===== src/rtl/recirc_merger_if.sv =====
// rtl/recirc_merger_if.sv - lane bundle for the four-lane recirculation merger
// Purpose: groups the per-lane fresh, recirculated and merged signals.
// Signals (lane i = 0..3):
//   dataIn<i>, validIn<i>           fresh upstream word and its valid
//   recircIn<i>, recircValid<i>     recirculated word and its valid
//   dataOut<i>, validOut<i>         registered merged word and its valid
//   full<i>                         lane FIFO holds FIFO_DEPTH entries
//   overflow<i>                     sticky: a fresh word was dropped on the lane
// Modports: master drives fresh/recirculated inputs, slave is the merger.
interface recirc_merger_if #(
    parameter int DATA_W = 8
);
    logic [DATA_W-1:0] dataIn0, dataIn1, dataIn2, dataIn3;
    logic              validIn0, validIn1, validIn2, validIn3;
    logic [DATA_W-1:0] recircIn0, recircIn1, recircIn2, recircIn3;
    logic              recircValid0, recircValid1, recircValid2, recircValid3;
    logic [DATA_W-1:0] dataOut0, dataOut1, dataOut2, dataOut3;
    logic              validOut0, validOut1, validOut2, validOut3;
    logic              full0, full1, full2, full3;
    logic              overflow0, overflow1, overflow2, overflow3;

    modport master (
        output dataIn0, dataIn1, dataIn2, dataIn3,
        output validIn0, validIn1, validIn2, validIn3,
        output recircIn0, recircIn1, recircIn2, recircIn3,
        output recircValid0, recircValid1, recircValid2, recircValid3,
        input  dataOut0, dataOut1, dataOut2, dataOut3,
        input  validOut0, validOut1, validOut2, validOut3,
        input  full0, full1, full2, full3,
        input  overflow0, overflow1, overflow2, overflow3
    );

    modport slave (
        input  dataIn0, dataIn1, dataIn2, dataIn3,
        input  validIn0, validIn1, validIn2, validIn3,
        input  recircIn0, recircIn1, recircIn2, recircIn3,
        input  recircValid0, recircValid1, recircValid2, recircValid3,
        output dataOut0, dataOut1, dataOut2, dataOut3,
        output validOut0, validOut1, validOut2, validOut3,
        output full0, full1, full2, full3,
        output overflow0, overflow1, overflow2, overflow3
    );
endinterface


===== src/rtl/recirc_merger.sv =====
// rtl/recirc_merger.sv - four-lane merge of recirculated and fresh data
// Purpose: per lane, recirculated data wins; fresh data that loses is queued
//   in a per-lane FIFO and drained, in order, whenever the lane is free.
// Ports:
//   clk    single clock, all state on posedge
//   reset  asynchronous, active-high; clears outputs, counts and pointers
//   bus    recirc_merger_if.slave carrying all four lanes
module recirc_merger #(
    parameter int DATA_W     = 8,
    parameter int FIFO_DEPTH = 4,
    parameter int PTR_W      = 2
) (
    input  logic          clk,
    input  logic          reset,
    recirc_merger_if.slave bus
);
    localparam int NLANES = 4;
    localparam logic [PTR_W:0] DEPTH_CNT = (PTR_W + 1)'(FIFO_DEPTH);

    logic [DATA_W-1:0] laneDataIn   [NLANES];
    logic              laneValidIn  [NLANES];
    logic [DATA_W-1:0] laneRecircIn [NLANES];
    logic              laneRecircV  [NLANES];
    logic [DATA_W-1:0] laneDataOut  [NLANES];
    logic              laneValidOut [NLANES];
    logic              laneFull     [NLANES];
    logic              laneOverflow [NLANES];

    assign laneDataIn[0] = bus.dataIn0;
    assign laneDataIn[1] = bus.dataIn1;
    assign laneDataIn[2] = bus.dataIn2;
    assign laneDataIn[3] = bus.dataIn3;
    assign laneValidIn[0] = bus.validIn0;
    assign laneValidIn[1] = bus.validIn1;
    assign laneValidIn[2] = bus.validIn2;
    assign laneValidIn[3] = bus.validIn3;
    assign laneRecircIn[0] = bus.recircIn0;
    assign laneRecircIn[1] = bus.recircIn1;
    assign laneRecircIn[2] = bus.recircIn2;
    assign laneRecircIn[3] = bus.recircIn3;
    assign laneRecircV[0] = bus.recircValid0;
    assign laneRecircV[1] = bus.recircValid1;
    assign laneRecircV[2] = bus.recircValid2;
    assign laneRecircV[3] = bus.recircValid3;

    assign bus.dataOut0 = laneDataOut[0];
    assign bus.dataOut1 = laneDataOut[1];
    assign bus.dataOut2 = laneDataOut[2];
    assign bus.dataOut3 = laneDataOut[3];
    assign bus.validOut0 = laneValidOut[0];
    assign bus.validOut1 = laneValidOut[1];
    assign bus.validOut2 = laneValidOut[2];
    assign bus.validOut3 = laneValidOut[3];
    assign bus.full0 = laneFull[0];
    assign bus.full1 = laneFull[1];
    assign bus.full2 = laneFull[2];
    assign bus.full3 = laneFull[3];
    assign bus.overflow0 = laneOverflow[0];
    assign bus.overflow1 = laneOverflow[1];
    assign bus.overflow2 = laneOverflow[2];
    assign bus.overflow3 = laneOverflow[3];

    for (genvar g = 0; g < NLANES; g++) begin : gLane
        logic [DATA_W-1:0] mem [FIFO_DEPTH];
        logic [PTR_W-1:0]  rdPtr, wrPtr;
        logic [PTR_W:0]    count;
        logic [DATA_W-1:0] dataOutR;
        logic              validOutR, overflowR;
        logic              isFull, notEmpty, doPush, doPop, doDrop;

        always_comb begin
            isFull   = (count == DEPTH_CNT);
            notEmpty = (count != '0);
            // The FIFO head drains only when recirculation leaves the lane free.
            doPop    = !laneRecircV[g] && notEmpty;
            // With recirculation active a push needs a free slot; while draining
            // the pop frees one on the same edge, so a push is always legal.
            // With an empty FIFO and no recirculation the word bypasses instead.
            doPush   = laneValidIn[g] && (laneRecircV[g] ? !isFull : notEmpty);
            doDrop   = laneValidIn[g] && laneRecircV[g] && isFull;
        end

        always_ff @(posedge clk or posedge reset) begin
            if (reset) begin
                rdPtr     <= '0;
                wrPtr     <= '0;
                count     <= '0;
                dataOutR  <= '0;
                validOutR <= 1'b0;
                overflowR <= 1'b0;
            end else begin
                if (doPush) wrPtr <= wrPtr + 1'b1;
                if (doPop)  rdPtr <= rdPtr + 1'b1;
                if (doPush && !doPop)      count <= count + 1'b1;
                else if (doPop && !doPush) count <= count - 1'b1;
                if (doDrop) overflowR <= 1'b1;

                if (laneRecircV[g]) begin
                    dataOutR  <= laneRecircIn[g];
                    validOutR <= 1'b1;
                end else if (notEmpty) begin
                    dataOutR  <= mem[rdPtr];
                    validOutR <= 1'b1;
                end else if (laneValidIn[g]) begin
                    dataOutR  <= laneDataIn[g];
                    validOutR <= 1'b1;
                end else begin
                    validOutR <= 1'b0;
                end
            end
        end

        // Storage needs no reset: entries are only read once count covers them.
        always_ff @(posedge clk) begin
            if (doPush) mem[wrPtr] <= laneDataIn[g];
        end

        assign laneDataOut[g]  = dataOutR;
        assign laneValidOut[g] = validOutR;
        assign laneFull[g]     = isFull;
        assign laneOverflow[g] = overflowR;
    end
endmodule


===== src/flat_wrapper.sv =====
// flat-port wrapper written by rule: the top's interface ports become plain ports
module recirc_merger_flat 
#(
    parameter int DATA_W     = 8,
    parameter int FIFO_DEPTH = 4,
    parameter int PTR_W      = 2
)
  (clk, reset, bus_dataIn0, bus_dataIn1, bus_dataIn2, bus_dataIn3, bus_validIn0, bus_validIn1, bus_validIn2, bus_validIn3, bus_recircIn0, bus_recircIn1, bus_recircIn2, bus_recircIn3, bus_recircValid0, bus_recircValid1, bus_recircValid2, bus_recircValid3, bus_dataOut0, bus_dataOut1, bus_dataOut2, bus_dataOut3, bus_validOut0, bus_validOut1, bus_validOut2, bus_validOut3, bus_full0, bus_full1, bus_full2, bus_full3, bus_overflow0, bus_overflow1, bus_overflow2, bus_overflow3);
  recirc_merger_if #(.DATA_W(DATA_W)) bus_i ();
  input  logic clk;
  input  logic reset;
  input wire logic [$bits(bus_i.dataIn0)-1:0] bus_dataIn0;
  input wire logic [$bits(bus_i.dataIn1)-1:0] bus_dataIn1;
  input wire logic [$bits(bus_i.dataIn2)-1:0] bus_dataIn2;
  input wire logic [$bits(bus_i.dataIn3)-1:0] bus_dataIn3;
  input wire logic [$bits(bus_i.validIn0)-1:0] bus_validIn0;
  input wire logic [$bits(bus_i.validIn1)-1:0] bus_validIn1;
  input wire logic [$bits(bus_i.validIn2)-1:0] bus_validIn2;
  input wire logic [$bits(bus_i.validIn3)-1:0] bus_validIn3;
  input wire logic [$bits(bus_i.recircIn0)-1:0] bus_recircIn0;
  input wire logic [$bits(bus_i.recircIn1)-1:0] bus_recircIn1;
  input wire logic [$bits(bus_i.recircIn2)-1:0] bus_recircIn2;
  input wire logic [$bits(bus_i.recircIn3)-1:0] bus_recircIn3;
  input wire logic [$bits(bus_i.recircValid0)-1:0] bus_recircValid0;
  input wire logic [$bits(bus_i.recircValid1)-1:0] bus_recircValid1;
  input wire logic [$bits(bus_i.recircValid2)-1:0] bus_recircValid2;
  input wire logic [$bits(bus_i.recircValid3)-1:0] bus_recircValid3;
  output wire logic [$bits(bus_i.dataOut0)-1:0] bus_dataOut0;
  output wire logic [$bits(bus_i.dataOut1)-1:0] bus_dataOut1;
  output wire logic [$bits(bus_i.dataOut2)-1:0] bus_dataOut2;
  output wire logic [$bits(bus_i.dataOut3)-1:0] bus_dataOut3;
  output wire logic [$bits(bus_i.validOut0)-1:0] bus_validOut0;
  output wire logic [$bits(bus_i.validOut1)-1:0] bus_validOut1;
  output wire logic [$bits(bus_i.validOut2)-1:0] bus_validOut2;
  output wire logic [$bits(bus_i.validOut3)-1:0] bus_validOut3;
  output wire logic [$bits(bus_i.full0)-1:0] bus_full0;
  output wire logic [$bits(bus_i.full1)-1:0] bus_full1;
  output wire logic [$bits(bus_i.full2)-1:0] bus_full2;
  output wire logic [$bits(bus_i.full3)-1:0] bus_full3;
  output wire logic [$bits(bus_i.overflow0)-1:0] bus_overflow0;
  output wire logic [$bits(bus_i.overflow1)-1:0] bus_overflow1;
  output wire logic [$bits(bus_i.overflow2)-1:0] bus_overflow2;
  output wire logic [$bits(bus_i.overflow3)-1:0] bus_overflow3;
  assign bus_i.dataIn0 = bus_dataIn0;
  assign bus_i.dataIn1 = bus_dataIn1;
  assign bus_i.dataIn2 = bus_dataIn2;
  assign bus_i.dataIn3 = bus_dataIn3;
  assign bus_i.validIn0 = bus_validIn0;
  assign bus_i.validIn1 = bus_validIn1;
  assign bus_i.validIn2 = bus_validIn2;
  assign bus_i.validIn3 = bus_validIn3;
  assign bus_i.recircIn0 = bus_recircIn0;
  assign bus_i.recircIn1 = bus_recircIn1;
  assign bus_i.recircIn2 = bus_recircIn2;
  assign bus_i.recircIn3 = bus_recircIn3;
  assign bus_i.recircValid0 = bus_recircValid0;
  assign bus_i.recircValid1 = bus_recircValid1;
  assign bus_i.recircValid2 = bus_recircValid2;
  assign bus_i.recircValid3 = bus_recircValid3;
  assign bus_dataOut0 = bus_i.dataOut0;
  assign bus_dataOut1 = bus_i.dataOut1;
  assign bus_dataOut2 = bus_i.dataOut2;
  assign bus_dataOut3 = bus_i.dataOut3;
  assign bus_validOut0 = bus_i.validOut0;
  assign bus_validOut1 = bus_i.validOut1;
  assign bus_validOut2 = bus_i.validOut2;
  assign bus_validOut3 = bus_i.validOut3;
  assign bus_full0 = bus_i.full0;
  assign bus_full1 = bus_i.full1;
  assign bus_full2 = bus_i.full2;
  assign bus_full3 = bus_i.full3;
  assign bus_overflow0 = bus_i.overflow0;
  assign bus_overflow1 = bus_i.overflow1;
  assign bus_overflow2 = bus_i.overflow2;
  assign bus_overflow3 = bus_i.overflow3;
  recirc_merger #(.DATA_W(DATA_W), .FIFO_DEPTH(FIFO_DEPTH), .PTR_W(PTR_W)) u_core (.clk(clk), .reset(reset), .bus(bus_i));
endmodule

===== config.mk =====
export PLATFORM = sky130hd
export DESIGN_NAME = recirc_merger_flat
export DESIGN_NICKNAME = d
export VERILOG_FILES = /design/src/rtl/recirc_merger_if.sv /design/src/rtl/recirc_merger.sv /design/src/flat_wrapper.sv
export SDC_FILE = /design/constraint.sdc
export NUM_CORES = 1
export LEC_CHECK = 0
export CORE_MARGIN = 5
export CORE_UTILIZATION = 55
export CTS_BUF_LIST = sky130_fd_sc_hd__clkbuf_8
export CTS_CLUSTER_DIAMETER = 60
export DETAILED_ROUTE_END_ITERATION = 10
export PLACE_DENSITY = 0.83
export SETUP_SLACK_MARGIN = 0.2
export SLEW_MARGIN = 20
export SYNTH_ARGS = -nofsm -noshare
export SYNTH_HDL_FRONTEND = slang
export SYNTH_SLANG_ARGS = --single-unit

===== constraint.sdc =====
create_clock -name clk -period 4.45 [get_ports clk]
set_clock_uncertainty 0.05 [all_clocks]
set_input_delay 0.89 -clock clk [delete_from_list [all_inputs] [get_ports clk]]
set_output_delay 0.89 -clock clk [all_outputs]
set_load 0.01 [all_outputs]

## After elaboration in Yosys (flattened, before gate mapping)

Memory sizes are Yosys's and may differ from the RTL's.
Index checks and enable logic that the tools add are counted.

| cells by class | value |
|---|---|
| bitwise gates (word level) | 0 |
| multiplexer cells | 44 |
| equal/unequal tests | 4 |
| shift operators | 0 |
| reductions and logical operators | 52 |
| add/sub/neg operators | 16 |
| divide/modulo/power cells | 0 |
| order comparisons | 0 |
| $mul | 0 |

Operator list:

| operator | number |
|---|---|
| $mux 8 | 12 |
| $logic_and 1x1->1 | 24 |
| $mux 1 | 24 |
| $mux 3 | 8 |
| $reduce_bool 3->1 | 8 |
| $add 2x1->2 const B | 8 |
| $logic_not 1->1 | 16 |
| $add 3x1->3 const B | 4 |
| $eq 3x3->1 const B | 4 |
| $sub 3x1->3 const B | 4 |
| $reduce_bool 2->1 | 4 |

| word-level totals | value |
|---|---|
| latch bits | 0 |
| memories | 4 |
| memory bits (writable) | 128 |
| output and inout port bits | 44 |
| ROM bits | 0 |
| bits in registers | 68 |
| word-level logic and storage cells | 144 |
| input port bits | 74 |

Memory list:

| name | depth | bits a word | rd ports | clocked after Yosys merged registers in | write ports | RTL line | text |
|---|---|---|---|---|---|---|---|
| u_core.gLane[0].mem | 4 | 8 | 1 | 0 | 1 | recirc_merger.sv:64 | `logic [DATA_W-1:0] mem [FIFO_DEPTH];` |
| u_core.gLane[1].mem | 4 | 8 | 1 | 0 | 1 | recirc_merger.sv:64 |  |
| u_core.gLane[2].mem | 4 | 8 | 1 | 0 | 1 | recirc_merger.sv:64 |  |
| u_core.gLane[3].mem | 4 | 8 | 1 | 0 | 1 | recirc_merger.sv:64 |  |

## Logic depth before layout (Yosys ltp)

| depth | value |
|---|---|
| depth in word-level cells | 8 |
| depth in mapped cells | 10 |
| mapped depth without buffers | 8 |

## Least setup slack after synthesis

OpenSTA, ideal clock, no wires.

| timing path | value |
|---|---|
| kind | input to register |
| from | input bus_validIn1 |
| to | register u_core.gLane[1].count[2] |
| cell stages on the path | 8 |
| arrival | 2469 ps |
| path slack | 1852 ps |
| path buffers | 1 |
| data required time | 4321 ps |
| setup time | 79 ps |
| path through | clkbuf_1 a21boi_2 ha_1 inv_1 fa_1 xor2_1 nor2_1 xor2_1 |

| between the ends | value |
|---|---|
| cells in the longest elaborated chain, start to end | 4 |
| elaborated cells on any way between the ends | 6 |
| classes of those cells | mux: 1; reduce/logical: 5 |

Ends and longest elaborated chain:

| what | RTL line | text |
|---|---|---|
| start: declaration | flat_wrapper.sv:17 | `input wire logic [$bits(bus_i.validIn1)-1:0] bus_validIn1;` |
| $logic_and 1x1->1 * | recirc_merger.sv:79 | `doPush = laneValidIn[g] && (laneRecircV[g] ? !isFull : notEmpty);` |
| named net u_core.gLane[1].doPush | recirc_merger.sv:69 | `logic isFull, notEmpty, doPush, doPop, doDrop;` |
| $logic_not 1->1 | recirc_merger.sv:95 | `else if (doPop && !doPush) count <= count - 1'b1;` |
| $logic_and 1x1->1 | recirc_merger.sv:95 |  |
| $reduce_bool 2->1 (no line) | -- |  |
| end signal: assignment | recirc_merger.sv:94 | `if (doPush && !doPop) count <= count + 1'b1;` |
| end signal: assignment | recirc_merger.sv:95 |  |
| end: declaration | recirc_merger.sv:66 | `logic [PTR_W:0] count;` |

Mark *: on every way through the listed nets, which the timed path passes. The rest lies on a longest branch.
A chain may end at the register's enable or synchronous reset.

## Worst setup path in the final report

| timing path | value |
|---|---|
| from | input bus_validIn0 |
| to | register u_core.gLane[0].count[2] |

| between the ends | value |
|---|---|
| cells in the longest elaborated chain, start to end | 4 |
| elaborated cells on any way between the ends | 6 |
| classes of those cells | mux: 1; reduce/logical: 5 |

Ends and longest elaborated chain:

| what | RTL line | text |
|---|---|---|
| start: declaration | flat_wrapper.sv:16 | `input wire logic [$bits(bus_i.validIn0)-1:0] bus_validIn0;` |
| $logic_and 1x1->1 * | recirc_merger.sv:79 |  |
| named net u_core.gLane[0].doPush | recirc_merger.sv:69 |  |
| $logic_not 1->1 | recirc_merger.sv:95 |  |
| $logic_and 1x1->1 | recirc_merger.sv:95 |  |
| $reduce_bool 2->1 (no line) | -- |  |
| end signal: assignment | recirc_merger.sv:94 |  |
| end signal: assignment | recirc_merger.sv:95 |  |
| end: declaration | recirc_merger.sv:66 |  |

Marks and branches as above.

==> flow_metrics.tcl <==
set metrics [dict create \
    avgSynthCellArea_um2 15.8 \
    drc 0 \
    place_area_um2 10000 \
    outcome "finished clean" \
    vias_per_cell 5.48 \
    synth_cell_types 41 \
    finalSetupViolCount 0 \
    r2r_slack_ns 1.92 \
    cts_htree_levels 4 \
    timing.slew.headroom_pct 29.7 \
    synth_top_area_share_pct 44.1 \
    cp-start-kind "primary input" \
    place_inst 859 \
    synth_xor_area_share_pct 2.82 \
    detail-route-antenna-nets 0 \
    min_from "u_core.bus.overflow3" \
    r2r_cells 8 \
    die_w_um 136 \
    synth_compound_area_share_pct 6.97 \
    final_util_pct 66.4 \
    peakVddDrop_mv 0.274 \
    synth-edff-count 128 \
    dp_slack_ns 0.835 \
    hold_buffers 0 \
    synth_area_leaders "edfxtp_1 44%, dfrtp_1 20%, mux4_2 8.3%" \
    path_clk_slew_ns 0.10 \
    start_util_pct 55.4 \
    final_nets 760 \
    worst_ep_arrival_time_ns 3.46 \
    grt_overflow 0 \
    fmax_ghz 0.321 \
    synth_area_um2 8710 \
    cts_resized 0 \
    rsz0062_at_grt "no" \
    end_kind "register" \
    rr_startpoint "u_core.gLane[2].count[0]" \
    die-area_um2 18500 \
    dp_hpwl_um 11900 \
    gp_congestion 0.808 \
    worst_skew_pair.late_latency_ns 0.46 \
    cap_violations 0 \
    wirelength_um 17000 \
    num_rows 46 \
    ys_warn_count 0 \
    hold-path-endpoint "u_core.bus.overflow3" \
    synth_top_cells_by_count "128 x edfxtp_1, 68 x dfrtp_1, 33 x nand2_1" \
    grt_usage_pct 19.5 \
    syn_nets 649 \
    dr_total_vias 4883 \
    grt_pass1_vias 5212 \
    antenna_found_initial 0 \
    cts_tree "built" \
    ys_ff_latch 196 \
    cts_setup_buffers 0 \
    synthMuxAreaShare_pct 9.35 \
    worst_pin_slew_ns 1.05 \
    synth_fa_ha_area_share_pct 3.79 \
    fin_tns_setup_ns 0 \
    hold_ws_ns 0.428 \
    cts_buffers 17 \
    reg2reg_to "u_core.gLane[2].count[2]" \
    fin_area_um2 10400 \
    grt_first_pass_wirelength_um 27500 \
    yosysMostFrequentCell "edfxtp_1" \
    drive_above_1_share_pct 16.0 \
    synth_top_family_by_area "simple AND/OR/NAND/NOR gates" \
    critical_path_class "primary input to register" \
    io_pins 118 \
    synthSimpleGateAreaFrac_pct 10.3 \
    p_leak_nw 3.77 \
    wl_per_cell_um 19.0 \
    min_path_type "register to register" \
    grt_max_degree 36 \
    yosysSeqAreaShare_pct 63.7 \
    die_height_um 136 \
    clock_sinks 196 \
    n_antenna_cell 0 \
    cts_root_buffer "clkbuf_8" \
    min_period_over_period_pct 70.1 \
    drtPass1Iterations 4 \
    io_buffer_count 117 \
    power_mw 6.14 \
    timing.final.crit_period_ns 3.12 \
    cp_max_fo 11 \
    setup_ws_ns 1.33 \
    ctsLongestPathBuffers 2 \
    syn_inst 551 \
    final_hold_viol_count 0 \
    instances_no_fill 891 \
    coreArea_um2 15700 \
    holdPathStages 1 \
    cellPowerDensity_nw_per_um2 589 \
    yosysTopAreaCell "edfxtp_1" \
    setup.worst_path.start "bus_validIn0" \
    drv_slew 0 \
    worstPathRequired_ns 4.79 \
    async_flop_share_pct 34.7 \
    synthFlopType "edfxtp_1" \
    area_growth_pct 19.8 \
    drt_iter0_drc 334 \
]
-- flip-flops by register name, summed over array words and instances (netlist names) --
| register | flops |
|---|---|
| u_core.bus.validOut3 | 1 |
| u_core.gLane.wrPtr | 8 |
| u_core.bus.overflow0 | 1 |
| u_core.gLane.mem | 128 |
| u_core.bus.dataOut2 | 8 |
| u_core.bus.validOut0 | 1 |
| u_core.gLane.rdPtr | 8 |
| u_core.bus.validOut2 | 1 |
| u_core.gLane.count | 12 |
| u_core.bus.dataOut3 | 8 |
| u_core.bus.overflow1 | 1 |
| u_core.bus.dataOut1 | 8 |
| u_core.bus.dataOut0 | 8 |
| u_core.bus.overflow2 | 1 |
| u_core.bus.overflow3 | 1 |
| u_core.bus.validOut1 | 1 |
-- layer usage --
metal	vias to the layer above	GRT usage (%)	part of all wire (%)
met4	0	6.16	1.4
li1	2274	-	-
met1	2455	26.0	41
met2	131	32.0	52
met3	23	4.77	5.3
met5	-	0	0
-- layout by cell type (no fill, tap or decap), types with 3 or more instances in the layout --
master and n:
bufinv_16 3, fa_1 4, nor4_4 4, inv_1 33, nand3b_1 26, mux4_2 32
nor3_1 4, nor2_1 8, edfxtp_1 128, nand2_1 33, mux2_1 5, a2bb2oi_1 9
dfrtp_1 68, xnor2_1 18, a22o_1 17, nand3b_2 8, clkdlybuf4s50_1 117, nor3_2 14
a31o_1 4, a2bb2oi_2 8, clkbuf_8 18, nand2b_1 4, o21ai_1 14, buf_4 4
ha_1 20, and2_1 20, xor2_1 10, a31oi_1 14
-- critical path, stage by stage --
cell and delay, ns:
clkdlybuf4s50_1 0.80, inv_1 0.28, a21oi_2 0.33, ha_1 0.25, inv_1 0.06, fa_1 0.38, xor2_1 0.17, nor2_1 0.12
xor2_1 0.17
-- logic make-up after synthesis --
family / Yosys count
compound gates: 72
fa+ha+maj: 24
xor+xnor: 28
simple gates: 130
mux: 40
buf+inv: 61
flops: 196
-- where the power goes --
| group | internal [mW] | switching [mW] |
|---|---|---|
| sequential | 2.49 | 0.486 |
| clock | 0.567 | 0.611 |
| combinational | 1.13 | 0.857 |
| total | 4.19 | 1.95 |
-- cell type report --
type | count | area [µm²]
clock buffers | 18 | 248
clock inverters | 14 | 159
fillers | 1105 | 5280
inverters | 32 | 120
multi-input cells | 294 | 2890
flip-flops and latches | 196 | 5550
well taps | 216 | 270
repair buffers | 121 | 1200
-- how the worst max path moves through the flow --
stage	to	slack [ns]
floorplan	u_core.bus.dataOut0[0]	1.80
global placement	u_core.gLane[2].count[2]	0.99
detailed placement	u_core.gLane[0].count[2]	0.84
CTS	u_core.gLane[0].count[2]	1.34
global route	u_core.gLane[0].count[2]	1.17
finish	u_core.gLane[0].count[2]	1.33
Note: power is estimated with default switching activity, not from simulation.
